===== config.mk =====
export PLATFORM = sky130hd
export DESIGN_NAME = visor_resultado
export DESIGN_NICKNAME = d
export VERILOG_FILES = /design/src/rtl/visor_pkg.sv /design/src/rtl/bcd_a_7seg.sv /design/src/rtl/visor_resultado.sv
export SDC_FILE = /design/constraint.sdc
export NUM_CORES = 1
export LEC_CHECK = 0
export ABC_CLOCK_PERIOD_IN_PS = 1800
export CORE_ASPECT_RATIO = 1.1
export CORE_MARGIN = 3
export CORE_UTILIZATION = 45
export DETAILED_ROUTE_END_ITERATION = 10
export HOLD_SLACK_MARGIN = 0.06
export PLACE_DENSITY = 0.66
export SYNTH_ARGS = -nofsm -noshare
export SYNTH_HDL_FRONTEND = slang
export SYNTH_HIERARCHICAL = 1
export SYNTH_SLANG_ARGS = --single-unit

===== constraint.sdc =====
create_clock -name clk -period 1.8 [get_ports clk]
set_clock_uncertainty 0.2 [all_clocks]
set_input_delay 0.54 -clock clk [delete_from_list [all_inputs] [get_ports clk]]
set_output_delay 0.54 -clock clk [all_outputs]
set_load 0.005 [all_outputs]

===== src/rtl/visor_pkg.sv =====
// Shared types and constants for the result display back-end.
// Holds the FSM state enum, glyph constants, digit indices and conversion length.
package visor_pkg;

    typedef enum logic {
        IDLE = 1'b0,
        CONV = 1'b1
    } state_t;

    localparam logic [6:0] SEG_BLANK = 7'b1111111;
    localparam logic [6:0] SEG_MINUS = 7'b0111111;

    localparam logic [1:0] DIG_UNITS = 2'd0;
    localparam logic [1:0] DIG_TENS  = 2'd1;
    localparam logic [1:0] DIG_SIGN  = 2'd2;

    localparam logic [2:0] CONV_STEPS = 3'd5;

endpackage


===== src/rtl/bcd_a_7seg.sv =====
// Combinational BCD digit to active-low 7-segment decoder, order {g,f,e,d,c,b,a}.
// Ports: bcd (4-bit digit in), seg (7-bit glyph out); 10..15 decode to blank.
module bcd_a_7seg
    import visor_pkg::*;
(
    input  logic [3:0] bcd,
    output logic [6:0] seg
);

    always_comb begin
        seg = SEG_BLANK;
        case (bcd)
            4'd0: seg = 7'b1000000;
            4'd1: seg = 7'b1111001;
            4'd2: seg = 7'b0100100;
            4'd3: seg = 7'b0110000;
            4'd4: seg = 7'b0011001;
            4'd5: seg = 7'b0010010;
            4'd6: seg = 7'b0000010;
            4'd7: seg = 7'b1111000;
            4'd8: seg = 7'b0000000;
            4'd9: seg = 7'b0010000;
            default: seg = SEG_BLANK;
        endcase
    end

endmodule


===== src/rtl/visor_resultado.sv =====
// Result display: accepts a sign-magnitude result, converts it to BCD by
// double-dabble and scans sign/tens/units onto a 3-digit common-anode display.
// Ports: clk, rst_n (sync, active-low), res_valid/res_ready handshake,
// op, res[4:0], neg inputs; an[2:0] anodes and seg[6:0] segments (active-low).
// Optional: define LEADING_ZERO_BLANK_EN to blank the tens digit when it is 0.
module visor_resultado
    import visor_pkg::*;
#(
    parameter int REFRESH_DIV = 50000
) (
    input  logic       clk,
    input  logic       rst_n,
    input  logic       res_valid,
    output logic       res_ready,
    input  logic       op,
    input  logic [4:0] res,
    input  logic       neg,
    output logic [2:0] an,
    output logic [6:0] seg
);

    localparam int CW = (REFRESH_DIV > 2) ? $clog2(REFRESH_DIV) : 1;

    state_t     state;
    logic [2:0] iter;
    logic [7:0] bcd;
    logic [4:0] val;
    logic       cap_sign;

    logic [3:0] tens;
    logic [3:0] units;
    logic       sign;

    logic [7:0] bcd_adj;
    logic [7:0] bcd_nx;
    logic [4:0] val_nx;

    assign res_ready = (state == IDLE);

    // One double-dabble iteration: correct nibbles, then shift {bcd, val}.
    always_comb begin
        bcd_adj = bcd;
        if (bcd[3:0] >= 4'd5) bcd_adj[3:0] = bcd[3:0] + 4'd3;
        if (bcd[7:4] >= 4'd5) bcd_adj[7:4] = bcd[7:4] + 4'd3;
        {bcd_nx, val_nx} = {bcd_adj[6:0], val, 1'b0};
    end

    always_ff @(posedge clk) begin
        if (!rst_n) begin
            state    <= IDLE;
            iter     <= 3'd0;
            bcd      <= 8'd0;
            val      <= 5'd0;
            cap_sign <= 1'b0;
            tens     <= 4'd0;
            units    <= 4'd0;
            sign     <= 1'b0;
        end else begin
            case (state)
                IDLE: begin
                    if (res_valid) begin
                        val      <= op ? {1'b0, res[3:0]} : res;
                        cap_sign <= op & neg;
                        bcd      <= 8'd0;
                        iter     <= 3'd0;
                        state    <= CONV;
                    end
                end
                CONV: begin
                    bcd  <= bcd_nx;
                    val  <= val_nx;
                    iter <= iter + 3'd1;
                    if (iter == CONV_STEPS - 3'd1) begin
                        tens  <= bcd_nx[7:4];
                        units <= bcd_nx[3:0];
                        sign  <= cap_sign;
                        state <= IDLE;
                    end
                end
                default: state <= IDLE;
            endcase
        end
    end

    logic [6:0] seg_units;
    logic [6:0] seg_tens_raw;
    logic [6:0] seg_tens;

    bcd_a_7seg u_dec_units (
        .bcd (units),
        .seg (seg_units)
    );

    bcd_a_7seg u_dec_tens (
        .bcd (tens),
        .seg (seg_tens_raw)
    );

`ifdef LEADING_ZERO_BLANK_EN
    assign seg_tens = (tens == 4'd0) ? SEG_BLANK : seg_tens_raw;
`else
    assign seg_tens = seg_tens_raw;
`endif

    logic [CW-1:0] cnt;
    logic [1:0]    dig;
    logic [2:0]    an_mux;
    logic [6:0]    seg_mux;

    always_comb begin
        an_mux  = 3'b111;
        seg_mux = SEG_BLANK;
        case (dig)
            DIG_UNITS: begin
                an_mux  = 3'b110;
                seg_mux = seg_units;
            end
            DIG_TENS: begin
                an_mux  = 3'b101;
                seg_mux = seg_tens;
            end
            DIG_SIGN: begin
                an_mux  = 3'b011;
                seg_mux = sign ? SEG_MINUS : SEG_BLANK;
            end
            default: begin
                an_mux  = 3'b111;
                seg_mux = SEG_BLANK;
            end
        endcase
    end

    // Scan runs independently of the converter; outputs lag dig by one cycle.
    always_ff @(posedge clk) begin
        if (!rst_n) begin
            cnt <= '0;
            dig <= DIG_UNITS;
            an  <= 3'b111;
            seg <= SEG_BLANK;
        end else begin
            an  <= an_mux;
            seg <= seg_mux;
            if (cnt == CW'(REFRESH_DIV - 1)) begin
                cnt <= '0;
                dig <= (dig == DIG_SIGN) ? DIG_UNITS : dig + 2'd1;
            end else begin
                cnt <= cnt + CW'(1);
            end
        end
    end

endmodule

==> results of run 1 <==
==> registers in the layout, summed over array words and instances (netlist names), 3 cells and up <==
name and flops:
bcd 8, val 5, an 3, seg 7
iter 3, cnt 16, units 4, tens 4
==> metrics by stage <==
step	total power (µW)	setup TNS, ps	utilization	setup WS, ps
floorplan	1360	0	-	124
global placement	1440	-2410	0.536	-226
detailed placement	1440	-2520	0.536	-235
CTS	2130	0	0.548	32.1
global route	2190	-3.58	0.551	-3.58
finish	2090	0	0.551	80.7
==> where the power goes <==
part           switching (µW)  internal [µW]
sequential               14.1           1240
clock                     380            303
combinational            72.4           79.2
total                     466           1620
==> cells in the mapped netlist (all sizes together) <==
cell / n
dfxtp: 55
nor2: 48
a21oi: 21
inv: 21
o21ai: 19
nand2: 18
ha: 17
xnor2: 14
nor3: 11
mux2i: 10
nand2b: 9
clkbuf: 8
nand3: 8
buf: 7
o22a: 6
nand4: 5
o22ai: 4
o32ai: 4
a211oi: 3
nor2b: 3
nor3b: 3
nor4: 3
a31oi: 2
and3: 2
mux2: 2
nand3b: 2
or2: 2
or2b: 2
or3: 2
a31o: 1
and2: 1
and4bb: 1
clkinv: 1
nand4b: 1
nor4b: 1
o21ba: 1
o2bb2ai: 1
xor2: 1
==> path summary, 6_finish.rpt <==
check | start | to | cells after the start
max | state$_SDFF_PN0_ | res_ready | 2
min | dig[1]$_SDFFE_PN0N_ | an[2]$_SDFF_PN1_ | 1
max reg2reg | bcd[1]$_SDFFE_PN0P_ | units[2]$_SDFFE_PN0P_ | 6
min reg2reg | dig[1]$_SDFFE_PN0N_ | an[2]$_SDFF_PN1_ | 1
==> per-layer routing <==
layer	track usage	part of all wire
met1	0.199	0.50
met2	0.257	0.47
met3	0.0346	0.032
met4	0.0522	0.0058
met5	0	0
==> timing repair <==
item | CTS | global route
endpoints found under the setup margin | 11 | 5
buffers inserted | 0 | 0
endpoints found under the hold margin | 0 | 0
hold buffers | 0 | 0
gates resized for setup | 11 | 9
==> area by class of cell <==
| class | instances | area, µm² | share of cell area |
|---|---|---|---|
| Timing Repair Buffer | 40 | 337 | 0.104 |
| Clock buffer | 6 | 82.6 | 0.0255 |
| Sequential cell | 55 | 1100 | 0.341 |
| Inverter | 22 | 82.6 | 0.0255 |
| Multi-Input combinational cell | 228 | 1530 | 0.473 |
| Tap cell | 77 | 96.3 | 0.0297 |
| Clock inverter | 1 | 5.00 | 0.00154 |
==> logic make-up after synthesis <==
logic type | Yosys count | share of synthesized area
mux | 12 | 0.0441
fa+ha+maj | 17 | 0.0765
buf+inv | 37 | 0.0580
simple gates | 122 | 0.241
flops | 55 | 0.396
xor+xnor | 15 | 0.0472
compound gates | 62 | 0.138
==> placed cells by master, fill, tap and decap left out, types with 2 or more instances in the layout <==
| cell | synthesis | routed |
|---|---|---|
| a211oi_1 | 3 | 3 |
| a31oi_1 | 2 | 2 |
| nor3b_1 | 2 | 2 |
| and3_1 | 2 | 2 |
| inv_2 | 0 | 2 |
| o21ai_0 | 19 | 19 |
| a21oi_2 | 2 | 3 |
| a21oi_1 | 19 | 18 |
| nand3_1 | 8 | 8 |
| clkbuf_8 | 0 | 6 |
| nand3b_1 | 2 | 2 |
| dfxtp_1 | 55 | 52 |
| dlygate4sd2_1 | 0 | 11 |
| buf_4 | 0 | 20 |
| nor4_2 | 3 | 3 |
| mux2_2 | 2 | 2 |
| or2b_1 | 2 | 2 |
| o22ai_1 | 4 | 4 |
| nor3_1 | 11 | 11 |
| nor2b_1 | 3 | 2 |
| nand2_1 | 18 | 18 |
| or3_1 | 2 | 2 |
| clkdlybuf4s50_1 | 0 | 9 |
| nand2b_1 | 9 | 9 |
| inv_1 | 21 | 19 |
| nand4_1 | 3 | 3 |
| o22a_1 | 6 | 6 |
| ha_1 | 17 | 16 |
| xnor2_1 | 14 | 14 |
| or2_1 | 2 | 2 |
| mux2i_1 | 10 | 10 |
| dfxtp_2 | 0 | 3 |
| nor2_1 | 48 | 48 |
| o32ai_1 | 4 | 4 |
==> key figures, run 1 <==
Run status
  – Outcome: complete, no violations

Placement
  – Port bufs: 20
  – Detail Placement HPWL: 3.72 mm
  – Placed cell count: about 420
  – Final Wtd Congestion: between 0.8 and 0.9
  – Placed cell areas: approximately 3100 µm²

Floorplan
  – Chip height: roughly 88 µm
  – Total die area: 7160 µm²
  – Initial core utilization: 0.473
  – Rows: 29
  – Die W: 81.0 µm
  – Io pins: 21
  – Core area: 5880 µm²

Routing
  – Via density: 5.10
  – Routed Antenna Nets: 0
  – Drt first pass iters: 4
  – Drc violations: 0
  – Starting DRT DRC Count: 80
  – Vias: around 2200
  – Final wirelength: approximately 5.0 mm
  – Routed length per instance: 11.7 µm

Timing
  – Hold Slack: 282 ps
  – Final hold vios: 0
  – Slew headroom: 0.771
  – Final setup viols: 0
  – Fmax: 0.582 GHz
  – Slew Viols, Final: 0
  – Worst-Margin Slew: 343 ps
  – Period minus WS final: 1720 ps
  – Period Utilization, post-route: 0.955

Yosys
  – Post-synth top area cell: dfxtp_1
  – Area share of the largest cell type after synthesis: 0.396
  – Syn Std Cell Area: 2780 µm²
  – Synth Net Count: approximately 350
  – Post-synthesis cell count: 320
  – Post-synthesis sequential area ratio: 0.396
  – YS warnings: 6
  – Synth Register Bits: 55
  – Synth area leaders: dfxtp_1, ha_1, nor2_1
  – Syn_area_per_cell: roughly 8.7 µm²
  – Synth cell types: 44

Global route
  – Largest net degree at the start of global routing: 25
  – Total congestion overflow: 0
  – GRT Resource Usage Total: 0.155
  – Initial antenna violation count: 0
  – First-pass GRT wire length: 8.90 mm
  – Vias in the first global route: 2048

CTS
  – Longest Clk Path Bufs: 2
  – Clk pin slew, worst setup/hold paths: about 90 ps
  – Num CTS Buffers: 5
  – TritonCTS clock tree: built
  – Root Driver: clkbuf_8
  – TritonCTS Sinks: 55
  – H-tree Lvls: 2
  – Worst-Skew Late Latency: 300 ps

Power and ir drop
  – Pwr/cell area: between 600 and 700 nW/µm²
  – Leak Pwr: 0.00124 µW
  – Worst vdd ir: 0.295 mV

Critical path
  – Worst setup SP type: flip-flop
  – Worst Path Buf+Inv: 2
  – Crit path largest cell delay: roughly 340 ps
  – Worst setup EP type: output pin
  – R2r setup slk: 90 ps
  – Crit-path max FO: 2
  – Worst-path cell chain: clkinv_1 > dlygate4sd2_1
  – Slowest CP cell: dfxtp_2
  – CP Class: reg2out
  – Top delay family on crit path: flip-flops
  – Crit path DAT: 980 ps
  – Required time worst endpoint: roughly 1100 ps

Cells and area
  – Area Overhead vs Synth: 16.5%
  – Layout cell share with drive strength beyond 1: 0.139
  – Final instance area: about 3200 µm²
  – Fill cells: 570
  – Nets: around 380
  – Cell Count, Final, Fillers Out: 429
  – Diode count: 0

Hold path
  – Min-delay worst type: reg2reg

Job
  – Max Cap Viol: 0
Note: power is estimated with default switching activity, not from simulation.
==> run 2, diff against run 1 <==
--- a/config.mk
+++ b/config.mk
@@ -12,6 +12,7 @@
 export DETAILED_ROUTE_END_ITERATION = 10
 export HOLD_SLACK_MARGIN = 0.06
 export PLACE_DENSITY = 0.66
+export SLEW_MARGIN = 15
 export SYNTH_ARGS = -nofsm -noshare
 export SYNTH_HDL_FRONTEND = slang
 export SYNTH_HIERARCHICAL = 1
==> results of run 2 <==
No change in the layout: final DEF, timing and power equal those of run 1.
